<file path="src/rtl/nou_out_interface_unit_if.sv">
// nou_out_interface_unit_if
// Bundles the router-side credit signals and the NOU-side valid/ready
// signals of the router-to-NOU output interface unit.
//   slave  : the interface unit (receives flits and ready, drives the NOU fields,
//            valid, yummy and overflow)
//   master : the environment (router + NOU side)
// Signals:
//   router_noiu_data   [WIDTH]      flit from router
//   router_noiu_valid               flit valid (no backpressure)
//   noiu_router_yummy               credit return pulse
//   noiu_nou_tid       [TID_WIDTH]  head flit tid field
//   noiu_nou_type      [TYPE_WIDTH] head flit type field
//   noiu_nou_data      [DAT_WIDTH]  head flit payload field
//   noiu_nou_valid                  head flit valid
//   nou_noiu_ready                  NOU accepts head flit
//   noiu_overflow                   sticky overflow flag

`ifndef TID_WIDTH
`define TID_WIDTH 4
`endif
`ifndef TYPE_WIDTH
`define TYPE_WIDTH 4
`endif
`ifndef DAT_DAT_WIDTH
`define DAT_DAT_WIDTH 8
`endif
`ifndef DATA_WIDTH
`define DATA_WIDTH 16
`endif

interface nou_out_interface_unit_if #(
    parameter int WIDTH     = `DATA_WIDTH,
    parameter int DAT_WIDTH = `DAT_DAT_WIDTH
);
    logic [WIDTH-1:0]       router_noiu_data;
    logic                   router_noiu_valid;
    logic                   noiu_router_yummy;
    logic [`TID_WIDTH-1:0]  noiu_nou_tid;
    logic [`TYPE_WIDTH-1:0] noiu_nou_type;
    logic [DAT_WIDTH-1:0]   noiu_nou_data;
    logic                   noiu_nou_valid;
    logic                   nou_noiu_ready;
    logic                   noiu_overflow;

    modport slave (
        input  router_noiu_data,
        input  router_noiu_valid,
        input  nou_noiu_ready,
        output noiu_router_yummy,
        output noiu_nou_tid,
        output noiu_nou_type,
        output noiu_nou_data,
        output noiu_nou_valid,
        output noiu_overflow
    );

    modport master (
        output router_noiu_data,
        output router_noiu_valid,
        output nou_noiu_ready,
        input  noiu_router_yummy,
        input  noiu_nou_tid,
        input  noiu_nou_type,
        input  noiu_nou_data,
        input  noiu_nou_valid,
        input  noiu_overflow
    );
endinterface

</file>
<file path="src/rtl/nou_out_interface_unit.sv">
// nou_out_interface_unit
// Router-to-NOU output interface. Flits arriving under the credit
// (valid/yummy) protocol are buffered in a DEPTH-entry FIFO and presented to
// the NOU as a show-ahead valid/ready stream split into tid/type/data fields.
// One yummy is returned to the router for every flit the NOU consumes.
// Ports:
//   clk  : clock
//   rst  : asynchronous, active-low reset
//   bus  : nou_out_interface_unit_if.slave (router flit/valid/yummy,
//          NOU tid/type/data/valid/ready, sticky overflow)

`ifndef TID_WIDTH
`define TID_WIDTH 4
`endif
`ifndef TYPE_WIDTH
`define TYPE_WIDTH 4
`endif
`ifndef DAT_DAT_WIDTH
`define DAT_DAT_WIDTH 8
`endif
`ifndef DATA_WIDTH
`define DATA_WIDTH 16
`endif

module nou_out_interface_unit #(
    parameter int WIDTH     = `DATA_WIDTH,
    parameter int DAT_WIDTH = `DAT_DAT_WIDTH,
    parameter int DEPTH     = 2
) (
    input  logic clk,
    input  logic rst,
    nou_out_interface_unit_if.slave bus
);
    localparam int PTR_BITS = $clog2(DEPTH);
    localparam int TID_W    = `TID_WIDTH;
    localparam int TYPE_W   = `TYPE_WIDTH;
    localparam logic [PTR_BITS:0] FULL_COUNT = (PTR_BITS+1)'(DEPTH);

    logic [WIDTH-1:0]    mem [DEPTH];
    logic [PTR_BITS-1:0] wr_ptr;
    logic [PTR_BITS-1:0] rd_ptr;
    logic [PTR_BITS:0]   count;
    logic                yummy;
    logic                overflow;

    logic                full;
    logic                valid;
    logic                push;
    logic                pop;
    logic [WIDTH-1:0]    head;

    // A flit may still be accepted when full if the head leaves in the same
    // cycle; the slot it frees is the one the new flit lands in.
    always_comb begin
        full  = (count == FULL_COUNT);
        valid = (count != '0);
        pop   = valid & bus.nou_noiu_ready;
        push  = bus.router_noiu_valid & (~full | pop);
        head  = valid ? mem[rd_ptr] : '0;
    end

    assign bus.noiu_nou_valid    = valid;
    assign bus.noiu_nou_tid      = head[WIDTH-1 -: TID_W];
    assign bus.noiu_nou_type     = head[WIDTH-TID_W-1 -: TYPE_W];
    assign bus.noiu_nou_data     = head[DAT_WIDTH-1:0];
    assign bus.noiu_router_yummy = yummy;
    assign bus.noiu_overflow     = overflow;

    // Storage is deliberately not reset; count gates everything read from it.
    always_ff @(posedge clk) begin
        if (push) begin
            mem[wr_ptr] <= bus.router_noiu_data;
        end
    end

    // Pointers wrap modulo DEPTH on their own because DEPTH is a power of 2.
    // Yummy mirrors the pop one cycle later so every consumed flit returns
    // exactly one credit.
    always_ff @(posedge clk or negedge rst) begin
        if (!rst) begin
            wr_ptr   <= '0;
            rd_ptr   <= '0;
            count    <= '0;
            yummy    <= 1'b0;
            overflow <= 1'b0;
        end else begin
            if (push) begin
                wr_ptr <= wr_ptr + PTR_BITS'(1);
            end
            if (pop) begin
                rd_ptr <= rd_ptr + PTR_BITS'(1);
            end
            count <= count + (PTR_BITS+1)'(push) - (PTR_BITS+1)'(pop);
            yummy <= pop;
            if (bus.router_noiu_valid & full & ~pop) begin
                overflow <= 1'b1;
            end
        end
    end
endmodule

</file>
<file path="src/flat_wrapper.sv">
// flat-port wrapper written by rule: the top's interface ports become plain ports
module nou_out_interface_unit_flat 
#(
    parameter int WIDTH     = `DATA_WIDTH,
    parameter int DAT_WIDTH = `DAT_DAT_WIDTH,
    parameter int DEPTH     = 2
)
  (clk, rst, bus_router_noiu_data, bus_router_noiu_valid, bus_nou_noiu_ready, bus_noiu_router_yummy, bus_noiu_nou_tid, bus_noiu_nou_type, bus_noiu_nou_data, bus_noiu_nou_valid, bus_noiu_overflow);
  nou_out_interface_unit_if #(.WIDTH(WIDTH), .DAT_WIDTH(DAT_WIDTH)) bus_i ();
  input  logic clk;
  input  logic rst;
  input wire logic [$bits(bus_i.router_noiu_data)-1:0] bus_router_noiu_data;
  input wire logic [$bits(bus_i.router_noiu_valid)-1:0] bus_router_noiu_valid;
  input wire logic [$bits(bus_i.nou_noiu_ready)-1:0] bus_nou_noiu_ready;
  output wire logic [$bits(bus_i.noiu_router_yummy)-1:0] bus_noiu_router_yummy;
  output wire logic [$bits(bus_i.noiu_nou_tid)-1:0] bus_noiu_nou_tid;
  output wire logic [$bits(bus_i.noiu_nou_type)-1:0] bus_noiu_nou_type;
  output wire logic [$bits(bus_i.noiu_nou_data)-1:0] bus_noiu_nou_data;
  output wire logic [$bits(bus_i.noiu_nou_valid)-1:0] bus_noiu_nou_valid;
  output wire logic [$bits(bus_i.noiu_overflow)-1:0] bus_noiu_overflow;
  assign bus_i.router_noiu_data = bus_router_noiu_data;
  assign bus_i.router_noiu_valid = bus_router_noiu_valid;
  assign bus_i.nou_noiu_ready = bus_nou_noiu_ready;
  assign bus_noiu_router_yummy = bus_i.noiu_router_yummy;
  assign bus_noiu_nou_tid = bus_i.noiu_nou_tid;
  assign bus_noiu_nou_type = bus_i.noiu_nou_type;
  assign bus_noiu_nou_data = bus_i.noiu_nou_data;
  assign bus_noiu_nou_valid = bus_i.noiu_nou_valid;
  assign bus_noiu_overflow = bus_i.noiu_overflow;
  nou_out_interface_unit #(.WIDTH(WIDTH), .DAT_WIDTH(DAT_WIDTH), .DEPTH(DEPTH)) u_core (.clk(clk), .rst(rst), .bus(bus_i));
endmodule
</file>
<file path="config.mk">
export PLATFORM = sky130hd
export DESIGN_NAME = nou_out_interface_unit_flat
export DESIGN_NICKNAME = d
export VERILOG_FILES = /design/src/rtl/nou_out_interface_unit_if.sv /design/src/rtl/nou_out_interface_unit.sv /design/src/flat_wrapper.sv
export SDC_FILE = /design/constraint.sdc
export NUM_CORES = 1
export LEC_CHECK = 0
export CAP_MARGIN = 15
export CORE_ASPECT_RATIO = 1.75
export CORE_MARGIN = 2
export CORE_UTILIZATION = 30
export DETAILED_ROUTE_END_ITERATION = 8
export GPL_TIMING_DRIVEN = 0
export PLACE_DENSITY_LB_ADDON = 0.08
export SYNTH_ARGS = -nofsm -noshare
export SYNTH_HDL_FRONTEND = slang
export SYNTH_SLANG_ARGS = --single-unit
</file>
<file path="constraint.sdc">
create_clock -name clk -period 5.3 [get_ports clk]
set_input_delay 0.795 -clock clk [delete_from_list [all_inputs] [get_ports clk]]
set_output_delay 0.795 -clock clk [all_outputs]
set_load 0.02 [all_outputs]
</file>
======== Word level (Yosys, flattened, before mapping) ========
Memories as Yosys holds them, arrays and structs flattened.
Index checks and enable logic that the tools add are counted.
Widths: inputs -> output; s select.
storage, ports and cells
  register bits ........................... 6
  RAM bits ................................ 32
  input port bits ......................... 20
  output and inout port bits .............. 19
  word-level logic and storage cells ...... 22
  memories ................................ 1
memory list
  memory      depth  bits a word  rd ports  clocked after Yosys merged registers in  wr ports  RTL line                      source
  u_core.mem  2      16           1         0                                        1         nou_out_interface_unit.sv:39  logic [WIDTH-1:0] mem [DEPTH];
operators by class
  add/sub/neg operators ................... 4
  equal/unequal tests ..................... 1
  muxes and demuxes ....................... 3
  bitwise operators ....................... 7
  reductions and logical operators ........ 1
operators with widths
  cell                 number
  $mux 16              1
  $and 1x1->1          4
  $add 1x1->1 const B  2
  $add 2x1->2          1
  $eq 2x2->1 const B   1
  $mux 1               2
  $not 1->1            2
  $reduce_bool 2->1    1
  $sub 2x1->2          1
  $or 1x1->1           1

======== Longest topological paths before layout ========
  depth in word-level cells ............... 6
  gate-level depth with buffers ........... 4
  depth with buffers taken out ............ 3

======== Least setup slack after synthesis ========
No wires, ideal clock.
  kind .................................... input to register
  start point ............................. input bus_nou_noiu_ready
  end point ............................... memory u_core.mem[0][0] (netlist name), enable pin
  library setup time ...................... 388 ps
  arrival ................................. 1666 ps
  data required time ...................... 4912 ps
  slack ................................... 3245 ps
  cell stages on the path ................. 3
  buffers on the path ..................... 0
  cells stage by stage .................... or3b_1 -> nand2_2 -> nor2_1
on the way
  longest elaborated chain between the ends .. 5
RTL lines
  element                       RTL line                      source
  start, declared               flat_wrapper.sv:14            input wire logic [$bits(bus_i.nou_noiu_ready)-1:0] bus_nou_noiu_ready;
  $and 1x1->1                   nou_out_interface_unit.sv:57  pop = valid & bus.nou_noiu_ready;
  $or 1x1->1                    nou_out_interface_unit.sv:58  push = bus.router_noiu_valid & (~full | pop);
  $and 1x1->1                   nou_out_interface_unit.sv:58
  $mux 1                        nou_out_interface_unit.sv:71  if (push) begin
  $mux 1 (not written as such)  nou_out_interface_unit.sv:72  mem[wr_ptr] <= bus.router_noiu_data;
  end, declared                 nou_out_interface_unit.sv:39
Every way passes these cells.

======== Worst setup path in the final report ========
  start point ............................. register u_core.count[0]
  end point ............................... output bus_noiu_nou_data[4]
on the way
  longest elaborated chain between the ends .. 2
RTL lines
  element                 RTL line                      source
  start, declared         nou_out_interface_unit.sv:42  logic [PTR_BITS:0] count;
  start signal, assigned  nou_out_interface_unit.sv:93  count <= count + (PTR_BITS+1)'(push) - (PTR_BITS+1)'(pop);
  $reduce_bool 2->1       nou_out_interface_unit.sv:56  valid = (count != '0);
  $mux 16                 nou_out_interface_unit.sv:59  head = valid ? mem[rd_ptr] : '0;
  end, declared           flat_wrapper.sv:18            output wire logic [$bits(bus_i.noiu_nou_data)-1:0] bus_noiu_nou_data;
Every way passes these cells.

==> results.toml <==
[status]
status = "complete, no violations"

[detailed_routing]
post_drt_wl_per_cell_um = 14.0
antenna_left = 0
wl_um = 2710
first_iter_violations = 27
drtPass1Iterations = 4
drcViolationCount = 0
viasPerCell = 4.61
vias = 889

[timing]
finalSetupViolCount = 0
worst_pin_slew_ps = 896
rsz0062_at_grt = "no"
relSlewSlack_pct = 40.2
period_needed_ps = 2830
finalHoldViolations = 0
finalMaxSlewViolations = 0
fin_skew_ps = 9.30
fin_tns_setup_ps = 0
fmax_ghz = 0.354
fin_crit_sh_pct = 53.3

[synthesis]
synth_seq_cells = 38
synth_edf_count = 32
netlist_area_sq_mm = 0.00149
syn_nets = 115
synth_top_area_share_pct = 64.6
yosysUniqueCellTypes = 20
synthArstFlopShare_pct = 15.8
synth_area_leaders = "edfxtp_1 (65%), mux2i_1 (11%), dfrtp_1 (10%)"
yosysSeqAreaShare_pct = 74.7
ys_warn_count = 0
yosys.area.top_type = "edfxtp_1"
netlist_instances = 95
synth-main-ff-cell = "edfxtp_1"
avgSynthCellArea_sq_um = 15.7

[layout]
final_common_cell = "clkdlybuf4s50_1"
multi_input_area_sq_um = 350
diodes = 0
regArea_sq_mm = 0.00111
drive_above_1_share_pct = 12.1
layout_common_cells = "clkdlybuf4s50_1 (38), edfxtp_1 (32), mux2i_1 (17), nor2_1 (17), dfrtp_1 (6)"
final_nets = 160
fillers = 448
syn_to_final_growth_pct = 37.4

[grt]
grt.met1_usage_pct = 10.0
grt_overflow = 0
grt_max_degree = 17
track_usage_pct = 10.2
grt_pass1_wl_um = 4200
met3_usage_pct = 3.20
use_met2_pct = 18.0
busiest_layer = "met2"
grt_pass1_vias = 894
grt_antenna_before_repair = 0

[placement]
hpwlAfterDp_um = 1850
gp_congestion = 0.687
io_buffers = 38

[pwr]
p_switching_w = 0.000399
pwr-share-clk_pct = 20.3
seq_power_share_pct = 37.2
p_int_w = 0.000774
peakVddDrop_uv = 300
power.density_mw_per_mm2 = 574
p_comb_share_pct = 42.5
swShare_pct = 34.0
p_leak_nw = 0.776
p_total_w = 0.00117

[clocking]
cts.sinks = 38
cts_hold_buf = 0
clk_latency_ps = 290
cts_buffers = 5
cts_resized = 0
clock-root-buffer = "clkbuf_8"
cts_max_path_buffers = 2
path_clk_slew_ps = 70
h-tree-depth = 2
cts_tree = "done"
cts_setup_buffers = 0

[run]
maxCapViolCount = 0

[critical_path]
crit_arrival_ps = 2030
critPathKind = "reg -> out"
critPathCaptureType = "primary output"
ff2ff_setup_slack_ps = 3490
cp_data_required_time_ps = 4510
r2r_start = "u_core.count[1]"
rr_worst_depth = 3
rr_endpoint = "u_core.mem[0][6]"
crit_fanout = 10
cp-start-kind = "flop"

[floorplanning]
num_rows = 33
dieArea_sq_mm = 0.00556
coreArea_sq_mm = 0.00475
chipWidth_um = 57.2
chipHeight_um = 97.2
io_pins = 39
initial_core_util_pct = 31.3

[worst_hold_path]
whs_path_depth = 1
whs_endpoint = "u_core.bus.noiu_overflow"
hold_class = "reg -> reg"
hp-start = "u_core.bus.noiu_overflow"
through the flow:
| stage | instances | cell area (sq um) | setup WS, ps | utilization, % | hold slack [ps] |
|---|---|---|---|---|---|
| floorplan | 95 | 1490 | 3250 | - | 459 |
| global placement | 185 | 1930 | 2140 | 40.7 | 468 |
| detailed placement | 185 | 1940 | 2560 | 40.8 | 458 |
| CTS | 193 | 2040 | 2400 | 43.1 | 476 |
| global route | 193 | 2040 | 2320 | 43.1 | 491 |
| finish | 193 | 2040 | 2470 | 43.1 | 474 |
worst max-delay path, stage by stage, from the launching register on:
cell             delay (ps)
dfrtp_1                 450
nor2_2                  380
buf_2                   310
nor2_1                   80
clkdlybuf4s50_1         530
worst max path at each step:
stage                        from                    to  depth (start not counted)
6_report          u_core.count[0]  bus_noiu_nou_data[4]                          4
5_1_grt           u_core.count[0]  bus_noiu_nou_data[4]                          4
3_3_place_gp   bus_nou_noiu_ready      u_core.mem[0][0]                          4
4_1_cts           u_core.count[0]  bus_noiu_nou_data[4]                          4
3_5_place_dp   bus_nou_noiu_ready      u_core.mem[0][0]                          4
2_1_floorplan  bus_nou_noiu_ready      u_core.mem[0][0]                          3
metal layers:
| metal | up-vias | part of all wire [%] | routed length [um] |
|---|---|---|---|
| li1 | 428 | - | - |
| met1 | 426 | 39 | 1050 |
| met2 | 30 | 54 | 1460 |
| met3 | 5 | 4.5 | 123 |
| met4 | 0 | 2.6 | 70 |
| met5 | - | 0 | 0 |
registers in the layout (all words and copies together), names as in the netlist:
signal,count
u_core.wr_ptr,1
u_core.bus.noiu_overflow,1
u_core.rd_ptr,1
u_core.mem,32
u_core.bus.noiu_router_yummy,1
u_core.count,2
synthesized netlist by cell type (all sizes together) (2+ instances only):
cell type	n
a21oi	2
buf	3
dfrtp	6
edfxtp	32
inv	3
mux2i	17
nand2	2
nor2	19
nor2b	2
xor2	2
layout make-up:
type                    instances  area share (%)
flip-flops and latches         38            54.3
repair buffers                 38            18.6
multi-input cells              51            17.1
clock buffers                   5            3.37
well taps                      52            3.18
clock inverters                 3            1.96
plain buffers                   3           0.857
inverters                       3           0.551
power groups by stage:
stage / clock network [W] / logic, W / registers, W
floorplan: 0 / 0.000283 / 0.000444
global placement: 0 / 0.000506 / 0.000440
detailed placement: 0 / 0.000511 / 0.000443
CTS: 0.000249 / 0.000512 / 0.000437
global route: 0.000257 / 0.000539 / 0.000444
finish: 0.000238 / 0.000499 / 0.000436
kinds of logic (layout without fill, tap and decap cells):
kind of cell | after synthesis | in the layout | share of synthesized area [%]
simple gates | 27 | 27 | 8.41
buf+inv | 6 | 52 | 1.93
compound gates | 4 | 4 | 1.77
mux | 17 | 17 | 11.4
xor+xnor | 3 | 3 | 1.77
flops | 38 | 38 | 74.7
(Power assumes the default switching activity.)
